$ cat config.mk
export PLATFORM = sky130hd
export DESIGN_NAME = event_word_serializer
export DESIGN_NICKNAME = d
export VERILOG_FILES = /design/src/rtl/qn_event_pkg.sv /design/src/rtl/tube_word_fmt.sv /design/src/rtl/event_word_serializer.sv
export SDC_FILE = /design/constraint.sdc
export NUM_CORES = 1
export LEC_CHECK = 0
export ABC_AREA = 1
export BUFFER_PORTS_ARGS = -buffer_cell sky130_fd_sc_hd__buf_4
export CAP_MARGIN = 20
export CORE_ASPECT_RATIO = 1.75
export CORE_MARGIN = 1.5
export CORE_UTILIZATION = 40
export CTS_CLUSTER_DIAMETER = 200
export DETAILED_ROUTE_END_ITERATION = 10
export PLACE_DENSITY = 0.69
export SLEW_MARGIN = 20
export SYNTH_ARGS = -nofsm -noshare
export SYNTH_HDL_FRONTEND = slang
export SYNTH_SLANG_ARGS = --single-unit
$ cat constraint.sdc
create_clock -name clk100 -period 18.2 [get_ports clk100]
set_input_delay 1.82 -clock clk100 [delete_from_list [all_inputs] [get_ports clk100]]
set_output_delay 1.82 -clock clk100 [all_outputs]
set_load 0.005 [all_outputs]
$ cat src/rtl/qn_event_pkg.sv
// Shared constants, layer codes and FSM state type for the event word serializer.
package qn_event_pkg;

    localparam int unsigned NTUBES = 32;
    localparam int unsigned TW     = 8;
    localparam int unsigned EVW    = NTUBES * TW;

    localparam logic [4:0] HDR_TAG  = 5'b11100;
    localparam logic [4:0] LAYER_3A = 5'b11000;
    localparam logic [4:0] LAYER_3B = 5'b11001;
    localparam logic [4:0] LAYER_4A = 5'b00100;
    localparam logic [4:0] LAYER_4B = 5'b00101;

    localparam logic [TW-1:0] NOHIT = 8'hFF;

    typedef enum logic [1:0] {
        IDLE,
        HDR,
        EMIT,
        DONE
    } ser_state_t;

    // Tubes come in groups of eight per layer, in event order 3A, 3B, 4A, 4B.
    function automatic logic [4:0] layer_code(input logic [1:0] grp);
        case (grp)
            2'd0:    layer_code = LAYER_3A;
            2'd1:    layer_code = LAYER_3B;
            2'd2:    layer_code = LAYER_4A;
            default: layer_code = LAYER_4B;
        endcase
    endfunction

endpackage

$ cat src/rtl/tube_word_fmt.sv
// Combinational formatter: selects tube idx from the latched event and builds
// its tagged 16-bit word {layer_code, tube-in-layer, drift time}.
module tube_word_fmt
    import qn_event_pkg::*;
(
    input  logic [4:0]     idx,
    input  logic [EVW-1:0] shadow,
    output logic [15:0]    word
);

    logic [TW-1:0] tube_time;

    // Tube 0 sits in the most significant byte of the event.
    always_comb begin
        tube_time = '0;
        for (int unsigned k = 0; k < NTUBES; k++) begin
            if (idx == 5'(k))
                tube_time = shadow[EVW-1-TW*k -: TW];
        end
        word = {layer_code(idx[4:3]), idx[2:0], tube_time};
    end

endmodule

$ cat src/rtl/event_word_serializer.sv
// Pops one 256-bit event and writes a header plus 32 tube words to the output FIFO,
// honouring word_afull. Define SERIALIZER_SKIP_NOHIT_EN to drop 8'hFF (no-hit) tubes.
module event_word_serializer
    import qn_event_pkg::*;
(
    input  logic           clk100,
    input  logic           rst,
    input  logic [EVW-1:0] ev_data,
    input  logic           ev_empty,
    output logic           ev_rd_en,
    input  logic           word_afull,
    output logic           word_wr_en,
    output logic [15:0]    word_data,
    output logic           busy,
    output logic [7:0]     seq
);

    ser_state_t     state;
    logic [4:0]     idx;
    logic [EVW-1:0] shadow;
    logic [15:0]    tube_word;
    logic [7:0]     seq_next;
    logic           last_tube;

    assign seq_next  = seq + 8'd1;
    assign last_tube = (idx == 5'(NTUBES - 1));

    tube_word_fmt u_fmt (
        .idx    (idx),
        .shadow (shadow),
        .word   (tube_word)
    );

    always_ff @(posedge clk100 or posedge rst) begin
        if (rst) begin
            state      <= IDLE;
            idx        <= '0;
            shadow     <= '1;
            ev_rd_en   <= 1'b0;
            word_wr_en <= 1'b0;
            word_data  <= '0;
            busy       <= 1'b0;
            seq        <= '0;
        end else begin
            ev_rd_en   <= 1'b0;
            word_wr_en <= 1'b0;
            case (state)
                IDLE: begin
                    if (!ev_empty) begin
                        shadow   <= ev_data;
                        ev_rd_en <= 1'b1;
                        busy     <= 1'b1;
                        state    <= HDR;
                    end
                end
                HDR: begin
                    if (!word_afull) begin
                        word_wr_en <= 1'b1;
                        word_data  <= {HDR_TAG, 3'b000, seq_next};
                        idx        <= '0;
                        state      <= EMIT;
                    end
                end
                EMIT: begin
`ifdef SERIALIZER_SKIP_NOHIT_EN
                    // No-hit tubes are skipped without waiting on backpressure.
                    if (tube_word[TW-1:0] == NOHIT || !word_afull) begin
                        if (tube_word[TW-1:0] != NOHIT) begin
                            word_wr_en <= 1'b1;
                            word_data  <= tube_word;
                        end
                        if (last_tube)
                            state <= DONE;
                        else
                            idx <= idx + 5'd1;
                    end
`else
                    if (!word_afull) begin
                        word_wr_en <= 1'b1;
                        word_data  <= tube_word;
                        if (last_tube)
                            state <= DONE;
                        else
                            idx <= idx + 5'd1;
                    end
`endif
                end
                DONE: begin
                    seq   <= seq_next;
                    busy  <= 1'b0;
                    state <= IDLE;
                end
                default: begin
                    busy  <= 1'b0;
                    state <= IDLE;
                end
            endcase
        end
    end

endmodule
---- Word-level counts from Yosys, hierarchy flattened ----
Cells that the tools add are included.
storage, ports and cells
  bits in registers ....................... 290
  output and inout bits ................... 27
  input port bits ......................... 260
  logic and storage cells ................. 114
cells by class
  add/sub/neg operators ................... 2
  multiplexer cells ....................... 51
  bitwise logic cells ..................... 1
  reduce and logical (&&, ||, !) cells .... 11
  equality and inequality tests ........... 41
operators by type and width
  kind                                            number
  two-way mux 8 bit                               32
  == test 5 bit (second input constant)           16
  == test 5 x 4 -> 1 bit (second input constant)  8
  two-way mux 16 bit                              2
  case mux 16 bit (2 select lines)                1
  == test 5 x 3 -> 1 bit (second input constant)  4
  two-way mux 5 bit                               3
  case mux 5 bit (3 select lines)                 1
  == test 5 x 2 -> 1 bit (second input constant)  2
  != test 2 bit (second input constant)           5
  case mux 5 bit (2 select lines)                 1
  adder 8 x 1 -> 8 bit (second input constant)    1
  two-way mux 2 bit                               4
  case mux 2 bit (4 select lines)                 1
  AND reduction 4 bit                             2
  == test 2 bit (second input constant)           3
  adder 5 x 1 -> 5 bit (second input constant)    1
  == test 5 x 1 -> 1 bit (second input constant)  1
  logical NOT 5 bit                               1
  two-way mux 1 bit                               5
  == test 2 x 1 -> 1 bit (second input constant)  2
  logical NOT 2 bit                               2
  AND reduction 2 bit                             2
  nonzero test 2 bit                              2
  4 further kinds                                 4

---- Depth between registers and ports, before layout ----
Gate-level depths: netlist (run 1).
  depth in word-level cells ............... 35
  mapped depth ............................ 43
  depth with buffers taken out ............ 42

---- By module ----
A second synthesis (run 1) with hierarchy kept.
unflattened totals
  cell total of the unflattened synthesis .. 1862
  area, all modules ....................... 14189.9 µm²
by module, submodules not included
  module                 instances  cells an instance  area an instance (µm²)
  event_word_serializer  1          1270               11566.1
  tube_word_fmt          1          592                2623.8

---- Worst setup path before layout (run 1) ----
No wires, ideal clock.
  path kind ............................... flip-flop to flip-flop
  start ................................... reg idx[1]
  end ..................................... reg word_data[2]
  path slack .............................. 15303 ps
  data arrival time ....................... 2819 ps
  data required time ...................... 18123 ps
  cell stages (with the launch flop) ...... 43
  cell sequence ........................... dfrtp_1 -> inv_1 -> ha_1 -> nand2_4 -> nor2_4 -> inv_1 -> o21ai_1 -> nand2_1 -> nand2_1 -> nand2_1 -> nand2_1 -> nand2_1 -> nand2_1 -> nand2_1 -> nand3_1 -> nand2_1 -> nand2_1 -> nand2_1 -> [... 7 more ...] -> nand2_1 -> nand2_1 -> nand2_1 -> nand2_1 -> nand2_1 -> nand2_1 -> nand2_1 -> nand2_1 -> nand2_1 -> nand2_1 -> nand2_1 -> nand2_1 -> nand2_1 -> nand2_1 -> nand2_1 -> nand2_1 -> nand2_1 -> a21oi_1
between the ends
  word-level cells in the longest chain between the ends .. 35
  elaborated cells on any way between the ends .. 66
ends and longest elaborated chain
  what                                  line                         source
  start: declaration                    event_word_serializer.sv:19  logic [4:0] idx;
  start signal: assignment              event_word_serializer.sv:84  idx <= idx + 5'd1;
  logical NOT 5 bit                     tube_word_fmt.sv:17          if (idx == 5'(k))
  two-way mux 8 bit (31 in a row)       tube_word_fmt.sv:17
  two-way mux 8 bit (*)                 tube_word_fmt.sv:17
  two-way mux 16 bit (*)                event_word_serializer.sv:78  if (!word_afull) begin
  case mux 16 bit (2 select lines) (*)  event_word_serializer.sv:47  case (state)
  end signal: assignment                event_word_serializer.sv:59  word_data <= {HDR_TAG, 3'b000, seq_next};
  end signal: assignment                event_word_serializer.sv:80  word_data <= tube_word;
  end: declaration                      event_word_serializer.sv:13  output logic [15:0] word_data,
Every way passes the cells marked *; elsewhere a longest branch is shown, timed or not. The select of a mux whose other input is x is not followed.
A chain may end at the register's enable or synchronous reset.

---- Worst setup path in the final report (run 1) ----
  start ................................... reg idx[4]
  end ..................................... reg word_data[2]
The elaborated chain is that of the path after synthesis.

==> impl_metrics.ini, run 1 <==
[worst_setup_path]
crit_path_start_kind = flip-flop
crit_type = flip-flop to flip-flop
crit_path_frequent_cell = nand2_1
crit_fanout = 21
slowest_delay_ns = 0.65
crit_start = idx[4]$_DFFE_PP0P_
required_ns = 18.63
crit_arrival_ns = 4.85
crit_slowest_cell = inv_1
r2r_start = idx[4]$_DFFE_PP0P_
endpoint_kind = flip-flop

[placed_design]
finalWeightedCongestion = 0.871
placed_cell_area_um2 = 17000
dp.cells = 2632
place_hpwl_um = 30600
portBuffers = 285

[clock_tree]
clockBufferDepth = 3
cts.sinks = 288
root_buffer = clkbuf_16
ctsHtreeMaxLevel = 1
clock_latency_ns = 0.56
cts_inserted_buffers = 29
holdBufCountCts = 0
post-cts-setup-buffers = 0
clkTransAtPathRegs_ns = 0.06
ctsResizeCount = 0
cts_tree = yes

[logic_synthesis]
syn_area_um2 = 14600
syn-num-nets = 2232
netlist_top_cells_area = dfstp_2 (46%), nand2_1 (22%), o21ai_0 (7.4%)
yosys-top-cells-count = nand2_1 (866), dfstp_2 (256), inv_1 (251)
netlist_instances = 1961
avgSynthCellArea_um2 = 7.43
yosysTopAreaCell = dfstp_2
synth_warnings = 0
ys_async_sr_fraction_pct = 100
synth.most_common_cell = nand2_1
yosysTopAreaCellShare_pct = 46.2
synth_edf_count = 0
ys.flop_type = dfstp_2
ys_seq_area_share_pct = 51.7
yosysUniqueCellTypes = 36
ys_ff_latch = 288

[grt]
antenna_found_initial = 1
gr-usage-all-layers_pct = 22.3
grt_pass1_wl_um = 66900
overflow = 0
grt_pass1_vias = 13200
grt_start_max_net_pins = 198

[final_layout]
drive_gt1_share_pct = 27.9
multi_input_area_um2 = 5710
fillers = 3611
utilization_pct = 50.0
seq_area_um2 = 7530
postLayoutCellArea_um2 = 17900
nets = 2465
fin_cells = 2686
syn_to_final_growth_pct = 23.2

[routing]
routedWlPerCell_um = 15.5
wl_um = 41500
vias_per_cell = 4.78
ant_nets = 0
drc = 0
drt_first_pass_iters = 5
vias = 12800
drtIter0Drc = 644

[min_path]
hold_class = flip-flop to flip-flop
holdCritStartpoint = shadow[98]$_DFFE_PP1P_

[pwr]
internal-power_mw = 1.85
p_leak_nw = 8.81
ir_drop_v = 0.0000786
combPwrFrac_pct = 38.4
power.share.clock_pct = 19.3
switching_share_pct = 38.8
power_frac_seq_pct = 42.3
p_sw_mw = 1.17
powerDensity_nw_per_um2 = 168

[die]
die_w_um = 147
start_util_pct = 40.5
core-area_um2 = 35900
die_h_um = 255
fp-row-count = 92
die_area_um2 = 37600
io_pins = 287

[timing]
rsz0062_at_grt = false
fmax_mhz = 226
hold_violations = 0
slew_headroom_pct = 27.2
finClkSkew_ns = 0.00910
fin_crit_sh_pct = 24.3
min_period_ns = 4.42
finalSetupViolCount = 0
tns_ns = 0
slew_viol_final = 0
worst_pin_slew_ns = 1.09

[run_status]
outcome = completed

[job]
cap_viol_max_count = 0
==> worst max-delay path, delay by kind of cell (launching register included) <==
kind | cells | cell delay (ns)
AO/OA/AOI/OAI | 2 | 0.34
buffers and inverters | 2 | 0.71
flip-flops | 1 | 0.64
AND/OR/NAND/NOR | 34 | 2.63
==> registers in the layout (all words and copies together), names as in the netlist <==
| name | count |
|---|---|
| seq | 8 |
| busy | 1 |
| word_wr_en | 1 |
| ev_rd_en | 1 |
| state | 2 |
| idx | 5 |
| shadow | 256 |
| word_data | 14 |
==> cells by family (layout without fill, tap and decap cells) <==
| group | Yosys count | after routing | synth area share [%] |
|---|---|---|---|
| compound gates | 339 | 339 | 11.9 |
| simple gates | 967 | 967 | 25.8 |
| buf+inv | 349 | 603 | 9.24 |
| other cells | 1 | 2 | 0.0258 |
| xor+xnor | 6 | 6 | 0.361 |
| flops | 288 | 288 | 51.7 |
| fa+ha+maj | 11 | 11 | 0.945 |
==> final timing paths <==
kind	slack, ns	endpoint	cells past startpoint
min in group asynchronous	1.90	shadow[106]$_DFFE_PP1P_	2
setup / recovery	13.78	word_data[2]$_DFFE_PP0P_	38
max in group asynchronous	14.42	ev_rd_en$_DFF_PP0_	4
hold / removal	0.46	shadow[98]$_DFFE_PP1P_	2
setup reg to reg	13.78	word_data[2]$_DFFE_PP0P_	38
hold reg to reg	0.46	shadow[98]$_DFFE_PP1P_	2
==> routing by layer <==
| layer | wire length, um | share of wire (%) | vias up | global-route usage (%) |
|---|---|---|---|---|
| met5 | 0 | 0 | - | 0 |
| met4 | 2350 | 5.7 | 0 | 12.6 |
| met3 | 1740 | 4.2 | 105 | 2.18 |
| met2 | 21800 | 52 | 360 | 40.8 |
| met1 | 15700 | 38 | 5903 | 25.0 |
| li1 | - | - | 6465 | - |
==> layout by cell type, fill, tap and decap left out, drive strengths merged <==
cell type,count
nand2,869
buf,294
dfstp,256
inv,255
o21ai,228
a21oi,94
nor2,51
clkbuf,42
nand3,36
dfrtp,32
ha,11
clkinv,9
nor3,7
xor2,4
o31ai,4
a221oi,3
a31oi,3
o22ai,3
nand4,2
xnor2,2
o211ai,2
clkinvlp,2
diode,1
a211oi,1
or2,1
nand3b,1
a221o,1
conb,1
bufinv,1
==> through the flow <==
step                total power [mW]  hold slack [ns]  setup slack [ns]
floorplan                       2.04            0.442              8.85
global placement                2.41            0.451             13.72
detailed placement              2.44            0.452             13.68
CTS                             3.04            0.462             13.79
global route                    3.28            0.474             13.08
finish                          3.02            0.460             13.78
==> power groups by stage <==
stage / registers, mW / logic [mW] / clock network, mW
after floorplan: 1.23 / 0.809 / 0
after global placement: 1.27 / 1.14 / 0
after detailed placement: 1.28 / 1.16 / 0
after CTS: 1.28 / 1.17 / 0.594
after global routing: 1.31 / 1.35 / 0.618
final: 1.28 / 1.16 / 0.582
==> cell type report <==
cell class	instances	area share (%)
Inverter	257	5.43
Sequential cell	288	42.0
Clock buffer	42	4.65
Timing Repair Buffer	294	12.4
Tap cell	470	3.28
Antenna cell	1	0.0139
Multi-Input combinational cell	1324	31.8
Clock inverter	10	0.467
Power figures use the tool's default switching activity.
==> run 2: changes to the inputs <==
Clock period 18.2 ns to 4.2 ns, I/O delays scaled along.
==> impl_metrics.ini, run 2 (synthesized netlist as in run 1, its figures left out) <==
[min_path]
whs_path_depth = 3
hold_class = primary input to flip-flop
min_delay_worst_endpoint = shadow[243]$_DFFE_PP1P_
holdCritStartpoint = ev_data[243]

[clock_tree]
cts_tree = yes
root_buffer = clkbuf_16
ctsHtreeMaxLevel = 1
clock_latency_ns = 0.56
cts_inserted_buffers = 28
cts.sinks = 288
clockBufferDepth = 3
clkTransAtPathRegs_ns = 0.06

[placed_design]
portBuffers = 285
finalWeightedCongestion = 0.853
placed_cell_area_um2 = 17100
place_hpwl_um = 32300

[worst_setup_path]
reg2regPathDepth = 38
crit_start = idx[0]$_DFFE_PP0P_
required_ns = 4.68
slowest_delay_ns = 0.43
crit_slowest_cell = dfrtp_1
crit_fanout = 6
endpoint_kind = flip-flop
crit_family = simple AND/OR/NAND/NOR gates
timing.rr.end = word_data[1]$_DFFE_PP0P_
crit_path_frequent_cell = nand2_1
r2r_setup_slack_ns = 0.37
r2r_start = idx[0]$_DFFE_PP0P_
crit_arrival_ns = 4.31
crit_path_start_kind = flip-flop
crit_type = flip-flop to flip-flop
cp_num_buf_inv = 2

[routing]
wl_um = 43300
ant_nets = 0
routedWlPerCell_um = 16.1
drc = 0
vias_per_cell = 4.84
drtIter0Drc = 656
drt_first_pass_iters = 8
vias = 13000

[grt]
grt_start_max_net_pins = 197
grt_pass1_vias = 13500
antenna_found_initial = 0
overflow = 0
gr-usage-all-layers_pct = 23.1
grt_pass1_wl_um = 68900

[final_layout]
n_antenna_cell = 0
reg_top3 = shadow: 256 flops, word_data: 14 flops, seq: 8 flops
largest_register_ff_count = 256
nets = 2475
final_common_cell = nand2_1
top_register = shadow
fillers = 3540
syn_to_final_growth_pct = 23.9
drive_gt1_share_pct = 28.3
postLayoutCellArea_um2 = 18000
layout_common_cells = nand2_1 (866), buf_4 (302), dfstp_2 (256), inv_1 (249), o21ai_0 (215)

[timing]
slew_headroom_pct = 28.7
slew_viol_final = 0
finalSetupViolCount = 0
tns_ns = 0
fin_crit_sh_pct = 91.1
min_period_ns = 3.83
finClkSkew_ns = 0.0151
worst_pin_slew_ns = 1.07
fmax_mhz = 261
rsz0062_at_grt = false
hold_violations = 0

[pwr]
internal-power_mw = 8.02
ir_drop_v = 0.000452
p_sw_mw = 5.11
power_frac_seq_pct = 42.1
p_leak_nw = 8.85
power.share.clock_pct = 18.9
combPwrFrac_pct = 39.0
switching_share_pct = 38.9
powerDensity_nw_per_um2 = 727

[run_status]
outcome = completed

[die]
die_area_um2 = 37600
start_util_pct = 40.5
fp-row-count = 92
die_w_um = 147
die_h_um = 255
core-area_um2 = 35900
io_pins = 287

[job]
cap_viol_max_count = 0
-- run 2: cell count changes in the layout (fill, tap and decap cells not counted), moves of 2 or more --
| cell | change |
|---|---|
| buf_4 | +9 |
| clkinv_2 | -4 |
| buf_12 | +2 |
| clkbuf_1 | +2 |
| ha_1 | -2 |
| nand3_1 | -2 |
| nor2_1 | -2 |
| nor2_2 | +2 |
-- run 2: worst max path at each step --
stage | endpoint | depth (start not counted)
after global routing | word_data[1]$_DFFE_PP0P_ | 38
final | word_data[1]$_DFFE_PP0P_ | 38
after floorplan | busy$_DFFE_PP0P_ | 1
after global placement | word_data[4]$_DFFE_PP0P_ | 38
after detailed placement | word_data[0]$_DFFE_PP0P_ | 40
after CTS | word_data[0]$_DFFE_PP0P_ | 40
-- run 2: worst register-to-register path, delay by kind of cell, from the launching register on --
| family | cells | cell delay [ns] |
|---|---|---|
| and+or+nand+nor | 31 | 2.13 |
| AOI/OAI and AO/OA | 4 | 0.56 |
| DFF | 1 | 0.43 |
| buffers and inverters | 2 | 0.33 |
| adders and majority gates | 1 | 0.30 |
-- run 2: per-layer routing --
metal	global-route usage [%]	up-vias	share of wire, %
li1	-	6474	-
met1	25.9	6116	38
met2	42.5	349	53
met3	2.13	99	4.0
met4	12.3	0	5.3
met5	0	-	0
-- run 2: final cells by class --
cell class	count	area (um2)	area share, %
Clock buffer	43	828	4.59
Clock inverter	5	56.3	0.312
Inverter	257	971	5.38
Multi-Input combinational cell	1324	5750	31.9
Sequential cell	288	7530	41.7
Tap cell	470	588	3.26
Timing Repair Buffer	305	2330	12.9
-- run 2: through the flow --
stage | power (mW) | utilization [%] | hold WS [ns] | cells | setup slack, ns
6_report | 13.1 | 50.3 | 0.0589 | 2692 | 0.373
5_1_grt | 14.2 | 50.3 | 0.0539 | 2692 | 0.0190
4_1_cts | 13.2 | 50.1 | 0.0394 | 2691 | 0.330
3_5_place_dp | 10.7 | 47.6 | 0.452 | 2643 | 0.341
3_3_place_gp | 10.5 | 47.6 | 0.450 | 2643 | 0.457
2_1_floorplan | 8.83 | - | 0.442 | 1961 | 0.170
-- run 2: power groups by stage --
stage          Sequential [mW]  Clock, mW  Combinational [mW]
3_5_place_dp              5.55          0                5.11
2_1_floorplan             5.33          0                3.51
4_1_cts                   5.52       2.53                5.14
6_report                  5.53       2.48                5.12
5_1_grt                   5.66       2.64                5.91
3_3_place_gp              5.50          0                5.00
-- run 2: what timing repair did --
action                                  in CTS  in global routing
gates resized for setup                      0                  7
hold buffers                                 0                  0
setup buffers                                0                  0
endpoints found under the setup margin       0                  6
